File: src/rtl/clock_pkg.sv
// Shared definitions for the century clock counters: BCD constants,
// default mode codes, BCD increment/decrement and the month-length table.
package clock_pkg;

   localparam logic [7:0] BCD_01 = 8'h01;
   localparam logic [7:0] BCD_12 = 8'h12;
   localparam logic [7:0] BCD_23 = 8'h23;
   localparam logic [7:0] BCD_28 = 8'h28;
   localparam logic [7:0] BCD_29 = 8'h29;
   localparam logic [7:0] BCD_30 = 8'h30;
   localparam logic [7:0] BCD_31 = 8'h31;
   localparam logic [7:0] BCD_59 = 8'h59;

   localparam logic [2:0] MODE_SET_NGAY_DEF  = 3'b011;
   localparam logic [2:0] MODE_SET_THANG_DEF = 3'b100;

   function automatic logic [7:0] bcd_plus1(input logic [7:0] v);
      if (v[3:0] >= 4'd9)
         return {v[7:4] + 4'd1, 4'd0};
      else
         return {v[7:4], v[3:0] + 4'd1};
   endfunction

   function automatic logic [7:0] bcd_minus1(input logic [7:0] v);
      if (v[3:0] == 4'd0)
         return {v[7:4] - 4'd1, 4'd9};
      else
         return {v[7:4], v[3:0] - 4'd1};
   endfunction

   function automatic logic [7:0] max_ngay(input logic [7:0] thang, input logic nam_nhuan);
      case (thang)
         8'h02:                      return nam_nhuan ? BCD_29 : BCD_28;
         8'h04, 8'h06, 8'h09, 8'h11: return BCD_30;
         default:                    return BCD_31;
      endcase
   endfunction

endpackage

File: src/rtl/btn_repeat.sv
// Active-low button to one-cycle step: fires on the press edge, then every
// cycle once the button has been held REPEAT_DLY further cycles.
module btn_repeat #(
   parameter int REPEAT_DLY = 2
) (
   input  logic clk,
   input  logic rst_n,
   input  logic i_btn_n,
   input  logic i_inhibit,
   output logic o_step
);

   localparam logic [4:0] CNT_MAX = 5'(REPEAT_DLY + 1);

   logic       r_hist;
   logic [4:0] r_cnt;
   logic       w_pressed;

   assign w_pressed = ~i_btn_n & ~i_inhibit;

   // The step is combinational so a press sampled at an edge acts at that edge.
   assign o_step = w_pressed & (~r_hist | (r_cnt == CNT_MAX));

   always_ff @(posedge clk) begin
      if (!rst_n) begin
         r_hist <= 1'b0;
         r_cnt  <= 5'd0;
      end else if (!w_pressed) begin
         r_hist <= 1'b0;
         r_cnt  <= 5'd0;
      end else begin
         r_hist <= 1'b1;
         if (r_cnt != CNT_MAX)
            r_cnt <= r_cnt + 5'd1;
      end
   end

endmodule

File: src/rtl/dem_ngay_thang.sv
// Day/month BCD calendar counter: advances at 23:59:59 with leap-aware month
// lengths, pulses carry_nam on Dec->Jan, and supports button setting.
module dem_ngay_thang
   import clock_pkg::*;
#(
   parameter logic [2:0] MODE_SET_NGAY  = MODE_SET_NGAY_DEF,
   parameter logic [2:0] MODE_SET_THANG = MODE_SET_THANG_DEF,
   parameter int         REPEAT_DLY     = 2
) (
   input  logic       clk_1Hz,
   input  logic       rst_n,
   input  logic       btn_up,
   input  logic       btn_down,
   input  logic [2:0] mode,
   input  logic [7:0] giay,
   input  logic [7:0] phut,
   input  logic [7:0] gio,
   input  logic       nam_nhuan,
   output logic [7:0] ngay,
   output logic [7:0] thang,
   output logic       carry_nam
);

   logic [7:0] r_ngay;
   logic [7:0] r_thang;
   logic       r_carry;

   logic       w_both;
   logic       w_step_up;
   logic       w_step_down;
   logic       w_set_ngay;
   logic       w_set_thang;
   logic       w_tick;
   logic [7:0] w_max;
   logic [7:0] w_thang_next;
   logic [7:0] w_max_next;

   assign w_both      = ~btn_up & ~btn_down;
   assign w_set_ngay  = (~mode == MODE_SET_NGAY);
   assign w_set_thang = (~mode == MODE_SET_THANG);
   assign w_tick      = (giay == BCD_59) && (phut == BCD_59) && (gio == BCD_23);
   assign w_max       = max_ngay(r_thang, nam_nhuan);

   btn_repeat #(.REPEAT_DLY(REPEAT_DLY)) u_rep_up (
      .clk       (clk_1Hz),
      .rst_n     (rst_n),
      .i_btn_n   (btn_up),
      .i_inhibit (w_both),
      .o_step    (w_step_up)
   );

   btn_repeat #(.REPEAT_DLY(REPEAT_DLY)) u_rep_down (
      .clk       (clk_1Hz),
      .rst_n     (rst_n),
      .i_btn_n   (btn_down),
      .i_inhibit (w_both),
      .o_step    (w_step_down)
   );

   // Month after a set-mode step, and its length for clamping the day.
   always_comb begin
      w_thang_next = r_thang;
      if (w_step_up)
         w_thang_next = (r_thang >= BCD_12) ? BCD_01 : bcd_plus1(r_thang);
      else if (w_step_down)
         w_thang_next = (r_thang <= BCD_01) ? BCD_12 : bcd_minus1(r_thang);
      w_max_next = max_ngay(w_thang_next, nam_nhuan);
   end

   always_ff @(posedge clk_1Hz) begin
      if (!rst_n) begin
         r_ngay  <= BCD_01;
         r_thang <= BCD_01;
         r_carry <= 1'b0;
      end else begin
         r_carry <= 1'b0;
         if (w_set_ngay) begin
            if (w_step_up)
               r_ngay <= (r_ngay >= w_max) ? BCD_01 : bcd_plus1(r_ngay);
            else if (w_step_down)
               r_ngay <= (r_ngay <= BCD_01 || r_ngay > w_max) ? w_max : bcd_minus1(r_ngay);
            else if (r_ngay > w_max)
               r_ngay <= w_max;
         end else if (w_set_thang) begin
            if (w_step_up || w_step_down) begin
               r_thang <= w_thang_next;
               r_ngay  <= (r_ngay > w_max_next) ? w_max_next : r_ngay;
            end else if (r_ngay > w_max) begin
               r_ngay <= w_max;
            end
         end else if (w_tick) begin
            if (r_ngay >= w_max) begin
               r_ngay <= BCD_01;
               if (r_thang >= BCD_12) begin
                  r_thang <= BCD_01;
                  r_carry <= 1'b1;
               end else begin
                  r_thang <= bcd_plus1(r_thang);
               end
            end else begin
               r_ngay <= bcd_plus1(r_ngay);
            end
         end else if (r_ngay > w_max) begin
            // Leap year cleared while sitting on 29 Feb.
            r_ngay <= w_max;
         end
      end
   end

   assign ngay      = r_ngay;
   assign thang     = r_thang;
   assign carry_nam = r_carry;

endmodule

File: config.mk
export PLATFORM = sky130hd
export DESIGN_NAME = dem_ngay_thang
export DESIGN_NICKNAME = d
export VERILOG_FILES = /design/src/rtl/clock_pkg.sv /design/src/rtl/btn_repeat.sv /design/src/rtl/dem_ngay_thang.sv
export SDC_FILE = /design/constraint.sdc
export NUM_CORES = 1
export LEC_CHECK = 0
export ABC_CLOCK_PERIOD_IN_PS = 4800
export BUFFER_PORTS_ARGS = -buffer_cell sky130_fd_sc_hd__buf_2
export CAP_MARGIN = 20
export CORE_UTILIZATION = 35
export CTS_CLUSTER_DIAMETER = 120
export DETAILED_ROUTE_END_ITERATION = 10
export PLACE_DENSITY = 0.64
export RECOVER_POWER = 100
export SYNTH_ARGS = -nofsm -noshare
export SYNTH_HDL_FRONTEND = slang
export SYNTH_SLANG_ARGS = --single-unit
File: constraint.sdc
create_clock -name clk_1Hz -period 4.8 [get_ports clk_1Hz]
set_input_delay 0.48 -clock clk_1Hz [delete_from_list [all_inputs] [get_ports clk_1Hz]]
set_output_delay 0.48 -clock clk_1Hz [all_outputs]
set_load 0.01 [all_outputs]
==> run metrics, run 1 <==
grt ovf=0; simple-gate share of the synthesized area=0.282; nets=478; P per Cell Area=189 nW/um^2; synthesized net count=432; peak supply drop=0.0897 mV; Area growth syn-to-layout=14.0%; Antenna Cells=0; top-count cell post-synth=nor2_1; gpl congestion=0.961; Main synth FF type=dfxtp_1; unrepaired setup endpoints after global routing=false; WHS=0.478 ns; crit start category=flop; Synth Area in Compound Gates=0.285; CTS root buffer=clkbuf_8; Post-Route WL=8690 um; Syn Area/Cell=7.69 sq um; fraction of registers with async set/reset=0; Initial Util=0.369; global-route wire length before repair=14100 um; antenna violations before repair=0; DIE WIDTH=93.2 um; Routed wire per std cell=16.5 um; die area=8690 sq um; largest net degree at the start of global routing=17; top-area cell type share of the netlist area=0.199; minimum clock period=4.51 ns; routing usage on met1=0.273; Final Cycle Share=0.940; clock slew at reported path FFs=0.08 ns; worst-path fanout max=9; Num CTS Buffers=5; cell family with most CP delay=simple AND/OR/NAND/NOR gates; Pleak=1.30 nW; maximum clock rate=222 MHz; clk buf depth=2; vias=3203; total clock sinks=29; dominant cell type by area after synthesis=dfxtp_1; post-route ant nets=0; crit-path cells=inv_1, ha_2, or3b_2, a211oi_2, nand2_1, a32o_1, or3_4, or3_4, ha_1, o21ai_0, a31oi_1, o21ai_0, and3_1, o21bai_1, a21oi_1, o211a_1; most used routing layer=met2; share of layout cells above drive strength 1=0.146; drt via density=6.07; main combinational cell family by area after synthesis=compound AO/OA/AOI/OAI gates; Layout fillers=797; vias in the first global route=2974; CTS H-tree depth=2; Synth Cell Area=2910 sq um; Core Region=7890 sq um; outcome=finished, final reports clean; CTS tree=yes; final instance area=3320 sq um; number of synthesized flops with an enable pin=0; Starting DRT DRC Count=329; met3 Usage GRT=0.0293; GRT Util Overall=0.204; crit path capture type=flop; Slew HR=0.429; met2 global-route usage=0.325; Max-Cap Viols=0; 1st-pass router iterations=6; xor/xnor cell area share of the yosys netlist=0.0511; Finished Layout Cells=528; CP bufs+invs=1; Worst EP arrival=4.70 ns; sequential cell area fraction in the yosys report=0.199; post-CTS setup buffers=0; dpl hpwl=6550 um; cells after synthesis=379; Setup CP Type=flop to flop; Fin Setup TNS=0 ns; Final Hold Viols=0; die height=93.2 um; cell count after placement=520; Worst Skew=0.0135 ns; Post-synth top cells=30 x nor2_1, 29 x dfxtp_1, 29 x nand2_1, 25 x a21oi_1, 21 x ha_1; Worst Tran Pin Value=0.857 ns; Post-Place Cell Area=3270 sq um; PortBufs=48; synth unique cells=72; synthesis-stage register bit count=29; Core Rows=32; top cells by area, synth=dfxtp_1 20%, ha_1 9.0%, a21oi_1 4.3%, nor2_1 3.9%, nand2_1 3.7%; Post-Synth Adder-Cell Area=0.0902; Data required, critical path=4.99 ns; mux contribution to synthesized area=0.0425; class of the tightest hold or removal check=flop to flop; io pins=49; Final Core Density=0.421; Clk Latency, worst-skew pair=0.29 ns; Yosys warning count=0; final setup fails=0; Slew Viols, Final=0; # DRC=0; Max stage delay cell, worst path=or3b_2; CP max stage delay=0.50 ns
[registers in the layout (all words and copies together), names as in the netlist]
register,cells
carry_nam,1
ngay,8
thang,8
u_rep_down.r_cnt,5
u_rep_down.r_hist,1
u_rep_up.r_cnt,5
u_rep_up.r_hist,1
[tightest hold or removal path, stage by stage, from the launching register on]
cell	delay [ns]
dfxtp_1	0.33
nand2_1	0.06
a21oi_1	0.05
[power breakdown]
group | leakage, nW | internal (mW) | switching, mW
Clock | 0.0439 | 0.0999 | 0.106
Sequential | 0.235 | 0.246 | 0.0119
Combinational | 1.02 | 0.0679 | 0.0948
[metrics by stage]
stage	worst slack (ns)	power, mW
finish	0.287	0.626
global route	0.00346	0.657
CTS	0.280	0.628
detailed placement	0.336	0.422
global placement	0.465	0.421
floorplan	0.645	0.372
[worst paths after layout]
kind / startpoint / end / slack, ns / cells after the start
worst max-delay path: thang[0]$_SDFFE_PN1P_ / ngay[5]$_SDFFE_PN0P_ / 0.29 / 16
worst min-delay path: u_rep_down.r_cnt[1]$_SDFFE_PN0N_ / u_rep_down.r_cnt[1]$_SDFFE_PN0N_ / 0.48 / 2
worst max register to register: thang[0]$_SDFFE_PN1P_ / ngay[5]$_SDFFE_PN0P_ / 0.29 / 16
worst min register to register: u_rep_down.r_cnt[1]$_SDFFE_PN0N_ / u_rep_down.r_cnt[1]$_SDFFE_PN0N_ / 0.48 / 2
[layer usage]
| metal | vias up | part of all wire |
|---|---|---|
| li1 | 1533 | - |
| met1 | 1478 | 0.44 |
| met2 | 163 | 0.46 |
| met3 | 29 | 0.067 |
| met4 | 0 | 0.027 |
| met5 | - | 0 |
[layout make-up]
cell class                      instances  area [sq um]  share of cell area
Timing Repair Buffer                   56           270              0.0814
Clock inverter                          3          17.5             0.00528
Inverter                               19          71.3              0.0215
Multi-Input combinational cell        314          2180               0.658
Tap cell                              102           128              0.0384
Sequential cell                        29           581               0.175
Clock buffer                            5          68.8              0.0207
[logic make-up after synthesis]
logic type	after synthesis
xor+xnor	17
simple gates	146
compound gates	118
fa+ha+maj	21
flops	29
mux	12
buf+inv	36
[cell usage in the layout, fill, tap and decap left out, types with 5 or more instances in the layout]
| cell | Yosys | layout |
|---|---|---|
| and3_1 | 5 | 5 |
| clkbuf_8 | 0 | 5 |
| o221ai_1 | 5 | 5 |
| xnor2_1 | 7 | 7 |
| inv_1 | 18 | 18 |
| buf_4 | 0 | 6 |
| nor3b_1 | 5 | 5 |
| xor2_1 | 10 | 10 |
| o31ai_1 | 7 | 7 |
| nand3_1 | 14 | 14 |
| a211oi_1 | 5 | 5 |
| nand2_1 | 29 | 29 |
| nand2b_1 | 6 | 6 |
| a21oi_1 | 25 | 25 |
| clkbuf_1 | 14 | 20 |
| o21ai_0 | 16 | 16 |
| buf_2 | 2 | 30 |
| nor2_1 | 30 | 30 |
| mux2i_1 | 9 | 9 |
| ha_1 | 21 | 20 |
| o211ai_1 | 6 | 6 |
| o21a_1 | 6 | 6 |
| dfxtp_1 | 29 | 29 |
| nor3_1 | 18 | 18 |
[timing repair]
| action | 4_1_cts | 5_1_grt |
|---|---|---|
| setup endpoints to repair | 0 | 1 |
| resized for setup | 0 | 1 |
| hold buffers | 0 | 0 |
Power figures use the tool's default switching activity.
==> run 2: changes to the inputs <==
--- a/config.mk
+++ b/config.mk
@@ -11,7 +11,7 @@
 export CORE_UTILIZATION = 35
 export CTS_CLUSTER_DIAMETER = 120
 export DETAILED_ROUTE_END_ITERATION = 10
-export PLACE_DENSITY = 0.64
+export PLACE_DENSITY = 0.52
 export RECOVER_POWER = 100
 export SYNTH_ARGS = -nofsm -noshare
 export SYNTH_HDL_FRONTEND = slang
==> run 2 against run 1 <==
Cell count grew 1.1%. Non-clock buffer count grew 6. Via count grew 1.3%. Die area is the same. Critical endpoint unchanged. Highest routed layer unchanged.
==> run metrics, run 2 (same netlist as run 1, synthesis figures left out) <==
Data required, critical path=4.99 ns; maximum clock rate=224 MHz; nets=484; Worst Tran Pin Value=0.846 ns; minimum clock period=4.46 ns; peak supply drop=0.122 mV; Worst Skew=0.0152 ns; Pleak=1.35 nW; area of the multi-input gates=2180 sq um; drt via density=6.08; unrepaired setup endpoints after global routing=false; CTS root buffer=clkbuf_8; Layout fillers=817; post-route ant nets=0; Setup CP Type=flop to flop; Initial Util=0.369; die area=8690 sq um; # DRC=0; Fin Setup TNS=0 ns; Tot Pwr=697 uW; outcome=finished, final reports clean; clk buf depth=2; grt ovf=0; cell family with most CP delay=simple AND/OR/NAND/NOR gates; Finished Layout Cells=534; worst-path fanout max=9; CTS H-tree depth=2; Final Hold Viols=0; clock slew at reported path FFs=0.07 ns; cell count after placement=526; Core Region=7890 sq um; Final Cycle Share=0.929; largest net degree at the start of global routing=15; crit path capture type=flop; Routed wire per std cell=17.7 um; Max-Cap Viols=0; dpl hpwl=7120 um; final setup fails=0; gpl congestion=0.912; hold_buf cts=0; most common cell after layout, fill and taps aside=buf_2; die height=93.2 um; post-CTS setup buffers=0; Area growth syn-to-layout=16.4%; Starting DRT DRC Count=272; most frequent cells in the layout=31 x buf_2, 30 x nor2_1, 29 x nand2_1, 29 x dfxtp_1, 25 x a21oi_1; Clk Latency, worst-skew pair=0.29 ns; class of the tightest hold or removal check=flop to flop; share of layout cells above drive strength 1=0.155; CP max stage delay=0.51 ns; vias=3245; total clock sinks=29; Num CTS Buffers=5; P per Cell Area=206 nW/um^2; PortBufs=48; Max stage delay cell, worst path=or3b_2; vias in the first global route=2960; CTS tree=yes; Slew HR=0.436; DIE WIDTH=93.2 um; CP bufs+invs=1; GRT Util Overall=0.226; Post-Route WL=9470 um; crit start category=flop; Core Rows=32; crit-path cells=inv_1, ha_1, or3b_2, a211oi_2, nand2_1, a32o_1, or3_4, or3_4, ha_1, o21ai_0, a31oi_1, o21ai_0, and3_2, o21bai_1, a21oi_1, o211a_1; 1st-pass router iterations=6; global-route wire length before repair=15300 um; Slew Viols, Final=0; CTS resizes=0; Antenna Cells=0; io pins=49; FF/Latch Area=581 sq um; antenna violations before repair=0; Worst EP arrival=4.65 ns
run 2: cell types whose count changed in the layout (fill, tap and decap cells not counted):
cell / before / now
ha_2: 1 / 0
clkbuf_8: 5 / 6
and3_2: 0 / 1
bufinv_16: 0 / 1
clkbuf_1: 20 / 21
buf_4: 6 / 11
clkinvlp_4: 1 / 0
ha_1: 20 / 21
and3_1: 5 / 4
buf_2: 30 / 31
clkinv_2: 2 / 0
run 2: final timing paths:
check	startpoint	endpoint	slack, ns	cells past startpoint
min	u_rep_down.r_cnt[1]$_SDFFE_PN0N_	u_rep_down.r_cnt[1]$_SDFFE_PN0N_	0.48	2
max	thang[0]$_SDFFE_PN1P_	ngay[5]$_SDFFE_PN0P_	0.34	16
max reg2reg	thang[0]$_SDFFE_PN1P_	ngay[5]$_SDFFE_PN0P_	0.34	16
min reg2reg	u_rep_down.r_cnt[1]$_SDFFE_PN0N_	u_rep_down.r_cnt[1]$_SDFFE_PN0N_	0.48	2
run 2: cell type report:
| class | count | share of cell area |
|---|---|---|
| clock buffer | 7 | 0.0255 |
| clock inverter | 1 | 0.00885 |
| inverter | 19 | 0.0210 |
| multi-input combinational | 314 | 0.644 |
| sequential | 29 | 0.171 |
| tap | 102 | 0.0376 |
| timing repair buffer | 62 | 0.0922 |
run 2: worst register-to-register path: stages (launching register included):
cell	delay (ns)
dfxtp_1	0.38
inv_1	0.19
ha_1	0.34
or3b_2	0.51
a211oi_2	0.30
nand2_1	0.10
a32o_1	0.33
or3_4	0.42
or3_4	0.40
ha_1	0.29
o21ai_0	0.15
a31oi_1	0.06
o21ai_0	0.14
and3_2	0.28
o21bai_1	0.20
a21oi_1	0.07
o211a_1	0.21
run 2: metal layers:
| layer | share of wire | up-vias | global-route usage | wire length (um) |
|---|---|---|---|---|
| met3 | 0.076 | 26 | 0.0423 | 723 |
| met4 | 0.028 | 0 | 0.0808 | 264 |
| met2 | 0.43 | 183 | 0.344 | 4060 |
| li1 | - | 1543 | - | - |
| met5 | 0 | - | 0 | 0 |
| met1 | 0.47 | 1493 | 0.316 | 4410 |
run 2: power breakdown:
| part | switching, mW | internal, mW |
|---|---|---|
| combinational | 0.0974 | 0.0711 |
| sequential | 0.0124 | 0.246 |
| clock | 0.101 | 0.169 |
| total | 0.211 | 0.486 |
run 2: through the flow:
step / setup slack, ns / utilization / area [sq um] / hold slack [ns]
after floorplan: 0.645 / - / 2910 / 0.449
after global placement: 0.475 / 0.420 / 3310 / 0.463
after detailed placement: 0.355 / 0.420 / 3310 / 0.475
after CTS: 0.330 / 0.435 / 3430 / 0.485
after global routing: 0.0405 / 0.430 / 3390 / 0.520
final: 0.340 / 0.430 / 3390 / 0.482
